--- config.mk ---
export PLATFORM = sky130hd
export DESIGN_NAME = prog_load_sequencer
export DESIGN_NICKNAME = d
export VERILOG_FILES = /design/src/rtl/prog_load_sequencer.sv
export SDC_FILE = /design/constraint.sdc
export NUM_CORES = 1
export LEC_CHECK = 0
export ABC_AREA = 1
export BUFFER_PORTS_ARGS = -buffer_cell sky130_fd_sc_hd__buf_2
export CORE_MARGIN = 10
export CORE_UTILIZATION = 50
export CTS_BUF_LIST = sky130_fd_sc_hd__clkbuf_8
export CTS_CLUSTER_SIZE = 30
export DETAILED_ROUTE_END_ITERATION = 7
export PLACE_DENSITY = 0.72
export SLEW_MARGIN = 30
export SYNTH_ARGS = -nofsm -noshare
export SYNTH_HDL_FRONTEND = slang
export SYNTH_SLANG_ARGS = --single-unit
--- constraint.sdc ---
create_clock -name clk -period 1.84 [get_ports clk]
set_input_delay 0.276 -clock clk [delete_from_list [all_inputs] [get_ports clk]]
set_output_delay 0.276 -clock clk [all_outputs]
set_load 0.01 [all_outputs]
--- src/rtl/prog_load_sequencer.sv ---
// Program-load and run sequencer: packs a byte stream into big-endian words for
// instruction memory, then holds, releases and re-asserts core reset.
//
//  state   | meaning
//  --------+-------------------------------------------------------------
//  LOAD    | accept bytes, pack words, write them to instruction memory
//  HOLD    | loading finished, core_rst held high for RST_HOLD cycles
//  RUN     | core released; ends on core_halt or after RUN_CYCLES cycles
//  DONE    | core back in reset, completion reported; left only by rst
module prog_load_sequencer #(
  parameter int DATA_WIDTH = 32,
  parameter int ADDR_WIDTH = 8,
  parameter int RST_HOLD   = 2,
  parameter int RUN_CYCLES = 1000
) (
  input  logic                  clk,
  input  logic                  rst,
  input  logic                  in_valid,
  output logic                  in_ready,
  input  logic [7:0]            in_data,
  input  logic                  in_last,
  input  logic                  core_halt,
  output logic                  mem_we,
  output logic [ADDR_WIDTH-1:0] mem_addr,
  output logic [DATA_WIDTH-1:0] mem_wdata,
  output logic                  core_rst,
  output logic [ADDR_WIDTH:0]   words_loaded,
  output logic                  done,
  output logic                  timeout,
  output logic                  overflow,
  output logic                  short_word
);

  localparam int BYTES  = DATA_WIDTH / 8;
  localparam int IDX_W  = (BYTES > 1) ? $clog2(BYTES) : 1;
  localparam int HOLD_W = (RST_HOLD > 1) ? $clog2(RST_HOLD) : 1;
  localparam int RUN_W  = (RUN_CYCLES > 1) ? $clog2(RUN_CYCLES) : 1;

  localparam logic [IDX_W-1:0]    LAST_IDX  = IDX_W'(BYTES - 1);
  localparam logic [HOLD_W-1:0]   HOLD_LOAD = HOLD_W'(RST_HOLD - 1);
  localparam logic [RUN_W-1:0]    RUN_LOAD  = RUN_W'(RUN_CYCLES - 1);
  localparam logic [ADDR_WIDTH:0] DEPTH     = {1'b1, {ADDR_WIDTH{1'b0}}};

  typedef enum logic [1:0] {
    ST_LOAD = 2'd0,
    ST_HOLD = 2'd1,
    ST_RUN  = 2'd2,
    ST_DONE = 2'd3
  } state_t;

  state_t                  r_state;
  state_t                  w_state_next;
  logic [IDX_W-1:0]        r_byte_idx;
  logic [DATA_WIDTH-1:0]   r_word;
  logic [DATA_WIDTH-1:0]   w_word_ins;
  logic [HOLD_W-1:0]       r_hold_cnt;
  logic [RUN_W-1:0]        r_run_cnt;
  logic                    r_mem_we;
  logic [ADDR_WIDTH-1:0]   r_mem_addr;
  logic [DATA_WIDTH-1:0]   r_mem_wdata;
  logic [ADDR_WIDTH:0]     r_words_loaded;
  logic                    r_timeout;
  logic                    r_overflow;
  logic                    r_short_word;
  logic                    w_xfer;
  logic                    w_full;
  logic                    w_word_end;

  assign w_xfer     = in_valid & in_ready;
  assign w_full     = (r_words_loaded == DEPTH);
  assign w_word_end = (r_byte_idx == LAST_IDX) | in_last;

  assign mem_we       = r_mem_we;
  assign mem_addr     = r_mem_addr;
  assign mem_wdata    = r_mem_wdata;
  assign words_loaded = r_words_loaded;
  assign timeout      = r_timeout;
  assign overflow     = r_overflow;
  assign short_word   = r_short_word;

  // Bytes already placed stay put; bytes not yet received remain zero, which
  // gives the zero fill for a short final word for free.
  always_comb begin
    w_word_ins = r_word;
    for (int b = 0; b < BYTES; b++) begin
      if (r_byte_idx == IDX_W'(b)) begin
        w_word_ins[DATA_WIDTH-1-8*b -: 8] = in_data;
      end
    end
  end

  always_ff @(posedge clk) begin
    if (rst) begin
      r_state <= ST_LOAD;
    end else begin
      r_state <= w_state_next;
    end
  end

  always_comb begin
    w_state_next = r_state;
    in_ready     = 1'b0;
    core_rst     = 1'b1;
    done         = 1'b0;
    case (r_state)
      ST_LOAD: begin
        in_ready = 1'b1;
        if (w_xfer && in_last) begin
          w_state_next = ST_HOLD;
        end
      end
      ST_HOLD: begin
        if (r_hold_cnt == '0) begin
          w_state_next = ST_RUN;
        end
      end
      ST_RUN: begin
        core_rst = 1'b0;
        if (core_halt || (r_run_cnt == '0)) begin
          w_state_next = ST_DONE;
        end
      end
      ST_DONE: begin
        done = 1'b1;
      end
      default: begin
        w_state_next = ST_LOAD;
      end
    endcase
  end

  always_ff @(posedge clk) begin
    if (rst) begin
      r_byte_idx     <= '0;
      r_word         <= '0;
      r_mem_we       <= 1'b0;
      r_mem_addr     <= '0;
      r_mem_wdata    <= '0;
      r_words_loaded <= '0;
      r_overflow     <= 1'b0;
      r_short_word   <= 1'b0;
    end else begin
      r_mem_we <= 1'b0;
      if (w_xfer) begin
        if (w_full) begin
          r_overflow <= 1'b1;
        end else if (w_word_end) begin
          r_mem_we       <= 1'b1;
          r_mem_wdata    <= w_word_ins;
          r_mem_addr     <= r_words_loaded[ADDR_WIDTH-1:0];
          r_words_loaded <= r_words_loaded + 1'b1;
          r_byte_idx     <= '0;
          r_word         <= '0;
          if (r_byte_idx != LAST_IDX) begin
            r_short_word <= 1'b1;
          end
        end else begin
          r_word     <= w_word_ins;
          r_byte_idx <= r_byte_idx + 1'b1;
        end
      end
    end
  end

  // Both timers are down-counters preloaded outside their phase, so the
  // terminal count of zero marks the last cycle of HOLD or RUN.
  always_ff @(posedge clk) begin
    if (rst) begin
      r_hold_cnt <= HOLD_LOAD;
      r_run_cnt  <= RUN_LOAD;
      r_timeout  <= 1'b0;
    end else begin
      if (r_state == ST_HOLD) begin
        if (r_hold_cnt != '0) begin
          r_hold_cnt <= r_hold_cnt - 1'b1;
        end
      end else begin
        r_hold_cnt <= HOLD_LOAD;
      end

      if (r_state == ST_RUN) begin
        if (r_run_cnt != '0) begin
          r_run_cnt <= r_run_cnt - 1'b1;
        end
        if (!core_halt && (r_run_cnt == '0)) begin
          r_timeout <= 1'b1;
        end
      end else begin
        r_run_cnt <= RUN_LOAD;
      end
    end
  end

endmodule

# Word level (Yosys, flattened, before mapping)
# Cells that the tools add are included.
dict set report classes {
  addsub 4
  eq_ne 11
  mux 15
  bitwise_logic 6
  n_reduce_logical 18
}
# operator count
set op_table {}
lappend op_table {{2-to-1 mux 32 bit} 1}
lappend op_table {{2-to-1 mux 8 bit} 4}
lappend op_table {{zero test 10 bit} 1}
lappend op_table {{nonzero test 10 bit} 1}
lappend op_table {{subtractor 10 x 1 -> 10 bit (second input constant)} 1}
lappend op_table {{adder 9 x 1 -> 9 bit (second input constant)} 1}
lappend op_table {{== test 9 bit (second input constant)} 1}
lappend op_table {{== test 2 bit (second input constant)} 4}
lappend op_table {{2-to-1 mux 2 bit} 4}
lappend op_table {{inequality test 2 bit (second input constant)} 4}
lappend op_table {{AND reduction 4 bit} 2}
lappend op_table {{case mux 2 bit (3 select lines)} 1}
lappend op_table {{AND reduction 2 bit} 3}
lappend op_table {{2-to-1 mux 1 bit} 5}
lappend op_table {{== test 2 x 1 -> 1 bit (second input constant)} 2}
lappend op_table {{zero test 2 bit} 2}
lappend op_table {{inverter 1 bit} 4}
lappend op_table {{OR reduction 2 bit} 2}
lappend op_table {{AND reduction 3 bit} 1}
lappend op_table {{nonzero test 3 bit} 1}
lappend op_table {{OR reduction 3 bit} 1}
lappend op_table {{adder 2 x 1 -> 2 bit (second input constant)} 1}
lappend op_table {{logical AND 1 bit} 2}
lappend op_table {{AND 1 bit} 1}
lappend op_table {{other kinds (4)} 4}
dict set report totals {
  ff_bits 100
  inputBits 13
  output_inout_bits 56
  wordCells 66
}

# Longest topological paths before layout
dict set report logic_depth {
  depth_word 6
  mapped_depth 10
  ltp_nobuf 9
}

# Least setup slack after synthesis
# Ideal clock, no wire load.
dict set report synth_timing {
  path_type {reg-to-reg}
  start {reg r_run_cnt[0]}
  end {reg r_run_cnt[6]}
  setup_time_ps 112
  t_arrival_ps 1416
  setup_slack_ps 312
  stages_incl_launch_ff 10
  n_path_buf 1
  synth_period_minus_slack_ps 1528
  cell_sequence {dfxtp_1 -> clkinv_1 -> ha_1 -> nand2_1 -> nor2_1 -> nand3_1 -> clkbuf_1 -> nand4_1 -> nand2_1 -> nand2_1}
}
dict set report synth_via {
  elab_chain_cells 1
  elab_cells_between_ends 2
  classes_between {1 x add/sub; 1 x reduce/logical}
}
# item line_no
set synth_rtl {}
lappend synth_rtl {{from (decl)} 57} ;# logic [RUN_W-1:0] r_run_cnt;
lappend synth_rtl {{from (signal assigned)} 183} ;# r_run_cnt <= r_run_cnt - 1'b1;
lappend synth_rtl {{subtractor 10 x 1 -> 10 bit or nonzero test 10 bit (tied branches)} {183, 182}}
# Parallel ways exist; a longest one is shown, timed or not.
# A chain may end at the register's enable or synchronous reset.

# Worst setup path in the final report
dict set report layout_timing {
  start {reg r_state[0]}
  end {reg r_mem_wdata[4], in the netlist mem_wdata[4]}
}
dict set report layout_via {
  elab_chain_cells 4
}
# item line_no
set layout_rtl {}
lappend layout_rtl {{from (decl)} 51} ;# state_t r_state;
lappend layout_rtl {{from (signal assigned)} 96} ;# r_state <= w_state_next;
lappend layout_rtl {{zero test 2 bit} 105} ;# case (r_state)
lappend layout_rtl {{2-to-1 mux 1 bit} 105}
lappend layout_rtl {{AND 1 bit} 69} ;# assign w_xfer = in_valid & in_ready;
lappend layout_rtl {{AND reduction 3 bit (no line)} --}
lappend layout_rtl {{to (signal assigned)} 149} ;# r_mem_wdata <= w_word_ins;
lappend layout_rtl {{to (decl)} 60} ;# logic [DATA_WIDTH-1:0] r_mem_wdata;
# No other way between the ends.

==> results.md <==
* GRT Overall Usage at 16.38%
* Slowest stage cell, crit path: dfxtp_1
* #FFs+latches synth at 100
* Crit path DAT at 1.99 ns
* TritonCTS Sinks at 100
* Met1 Wirelength at 4.811 mm
* Worst-margin pin slew at 0.4754 ns
* Flop-to-flop setup slack at 0.15 ns
* Crit Path Max Fanout at 10
* Antenna viol nets, final at 0
* CTS tree: built
* Initial antenna violation count at 0
* Vias in the first global route at 3,936
* Die Area at 12,960 µm²
* I/O Buffers at 68
* Worst Skew at 0.01352 ns
* H-tree depth at 3
* Fin crit period at 1.690 ns
* Area leader, netlist: dfxtp_1
* Largest net degree at the start of global routing at 36
* RSZ-0062 raised after global routing: no
* Drt pass-1 iters at 4
* Cell area after synthesis at 4403 µm²
* Fill cell count at 858
* CTS buffer count at 9
* Syn-to-layout area delta at 16.34%
* Post-cts gate resize count at 0
* Detailed placer's ending HPWL at 7.485 mm
* First-pass GRT wire length at 17.77 mm
* Worst-Skew Late Latency at 0.37 ns
* Synth warn at 0
* FP Rows at 34
* Die Ht at 113.8 µm
* Mapped Cells at 624
* HP Class: input pin to flop
* Worst slew margin at 68.30%
* Clk buf depth at 2
* Maxcap violations at 0
* Die W at 113.8 µm
* Worst setup EP type: flop
* Post-CTS Setup Repair Bufs at 0
* Wire length on met2 at 4.888 mm
* DRC Markers at 0
* Startpoint Class: flop
* Placer Congestion at 0.7993
* Routed wl met3 at 665 µm
* Post-synth top area share at 45.47%
* Synth cell types at 26
* Footprint of the multi-input gates at 1968 µm²
* Pleak at 2.502 nW
* Grt ovf at 0
* Reg area at 2002 µm²
* Placed Cells at 784
* DR vias/cell at 5.025
* Worst vdd ir at 0.6413 mV
* Final Hold Fails at 0
* Syn Nets at 648
* Crit path kind: flop to flop
* Core area at 8636 µm²
* DR WL/cell at 13.12 µm
* Clock Root Buffer: clkbuf_8
* Fin. max-slew vios at 0
* Final setup vio count at 0
* NumNets Final at 716
* Share of post-route cells with drive strength above 1 at 16.21%
* Max Fclk at 0.5916 GHz
* Post-CTS Hold Buffers at 0
* Routed via count at 4,045
* Period utilisation layout at 91.87%
* Required @ worst endpoint at 2.14 ns
* Post-Route WL at 10.56 mm
* Syn Area/Cell at 7.056 µm²
* Worst-path cell chain: inv_1 > ha_1 > nand2_1 > inv_1 > nand2_4 > nor2_2 > nand2_1 > a21oi_1
* Buffers plus inverters on the worst setup path at 2
* PD cells at 1124 nW/µm²
* Status: completed
* Max incr delay on CP at 0.35 ns
* Synth area leaders: dfxtp_1 45%, nand2_1 17%, o21ai_0 7.0%
* Setup tns final at 0 ns
* Uppermost layer routed: met4
* Diodes inserted at 0
* Clk slew on worst S/H paths at 0.09 ns
* Non-Filler Instances at 805
* Iter 0 DRT Violations at 199
* Io pins at 69
* Crit-path leading delay family: simple AND/OR/NAND/NOR gates
* Initial core utilization at 50.99%
* Sequential fraction of the synthesis area at 45.47%
[per-layer routing]
layer / GRT usage, % / vias to the layer above
met5: 0 / -
met4: 6.182 / 0
met3: 5.144 / 14
met2: 27.15 / 96
met1: 19.39 / 1857
li1: - / 2078
[area by class of cell]
| class | instances | share of cell area, % |
|---|---|---|
| sequential | 100 | 39.08 |
| multi-input combinational | 424 | 38.42 |
| timing repair buffer | 86 | 10.26 |
| inverter | 71 | 5.203 |
| clock buffer | 10 | 2.687 |
| tap | 108 | 2.638 |
| clock inverter | 6 | 1.710 |
[sequential cells by signal, indices dropped and copies added (netlist names)]
signal	flops
words_loaded	9
timeout	1
r_byte_idx	2
r_state	2
r_word	32
mem_we	1
overflow	1
mem_wdata	32
mem_addr	8
r_run_cnt	10
short_word	1
r_hold_cnt	1
[worst register-to-register path, delay by kind of cell (launching register included)]
family,cells,cell delay [ns]
AO/OA/AOI/OAI,1,0.13
adder cells (fa/ha/maj),1,0.22
buffers and inverters,2,0.27
flip-flops,1,0.35
AND/OR/NAND/NOR,4,0.65
[worst paths after layout]
check,to,depth (start not counted),from
max,mem_wdata[4],8,r_state[0]
min,timeout,2,rst
min reg2reg,r_word[1],2,r_word[1]
max reg2reg,mem_wdata[4],8,r_state[0]
[placed cells by master, fill, tap and decap left out, drive strengths merged]
cell,n
clkbuf,10
nor2,57
o21a,1
nor3,4
clkinvlp,2
nand3,45
a21oi,25
nand2,206
o21ai,62
o211ai,1
bufinv,2
buf,86
xor2,5
inv,72
dfxtp,100
ha,11
nand4,7
clkinv,1
[where the power goes]
part           switching (mW)  internal (mW)  total, mW  leakage, nW
Combinational            1.08          0.602       1.68         1.58
Clock                   0.770          0.803       1.57        0.110
Sequential             0.0987           2.40       2.50        0.812
Total                    1.95           3.81       5.76         2.50
[logic make-up (layout without fill, tap and decap cells)]
logic type	count (synthesis)	in the layout	share of synthesized area, %
buffers and inverters	101	173	9.974
AND/OR/NAND/NOR	318	319	30.21
XOR/XNOR	5	5	0.9946
adder cells (fa/ha/maj)	11	11	3.126
flip-flops	100	100	45.47
AO/OA/AOI/OAI	89	89	10.23
[through the flow]
stage | cell area [µm²] | worst slack, ns | hold WS (ns) | total power [mW] | utilization (%)
after global routing | 5122 | 0.01614 | 0.1034 | 6.167 | 59.32
after CTS | 5086 | 0.1296 | 0.09204 | 5.755 | 58.90
after detailed placement | 4861 | 0.1541 | 0.4214 | 4.182 | 56.29
final | 5122 | 0.1496 | 0.1016 | 5.758 | 59.32
after floorplan | 4403 | 0.3119 | 0.4103 | 3.745 | -
after global placement | 4861 | 0.2513 | 0.4171 | 4.104 | 56.29
[Yosys cell counts]
library cell and n:
buf_6 5, inv_2 2, nand3_4 1, clkbuf_1 7, nor3_1 4, o21a_1 1
o21ai_0 62, nor2_4 3, nand3_1 44, nand2_2 2, xor2_1 5, a21oi_1 25
o211ai_1 1, buf_1 2, inv_1 68, nand2_4 2, buf_2 14, clkbuf_2 1
ha_1 11, nand2_1 202, buf_4 1, nor2_2 1, nor2_1 52, dfxtp_1 100
nand4_1 7, clkinv_1 1
(Power assumes the default switching activity.)
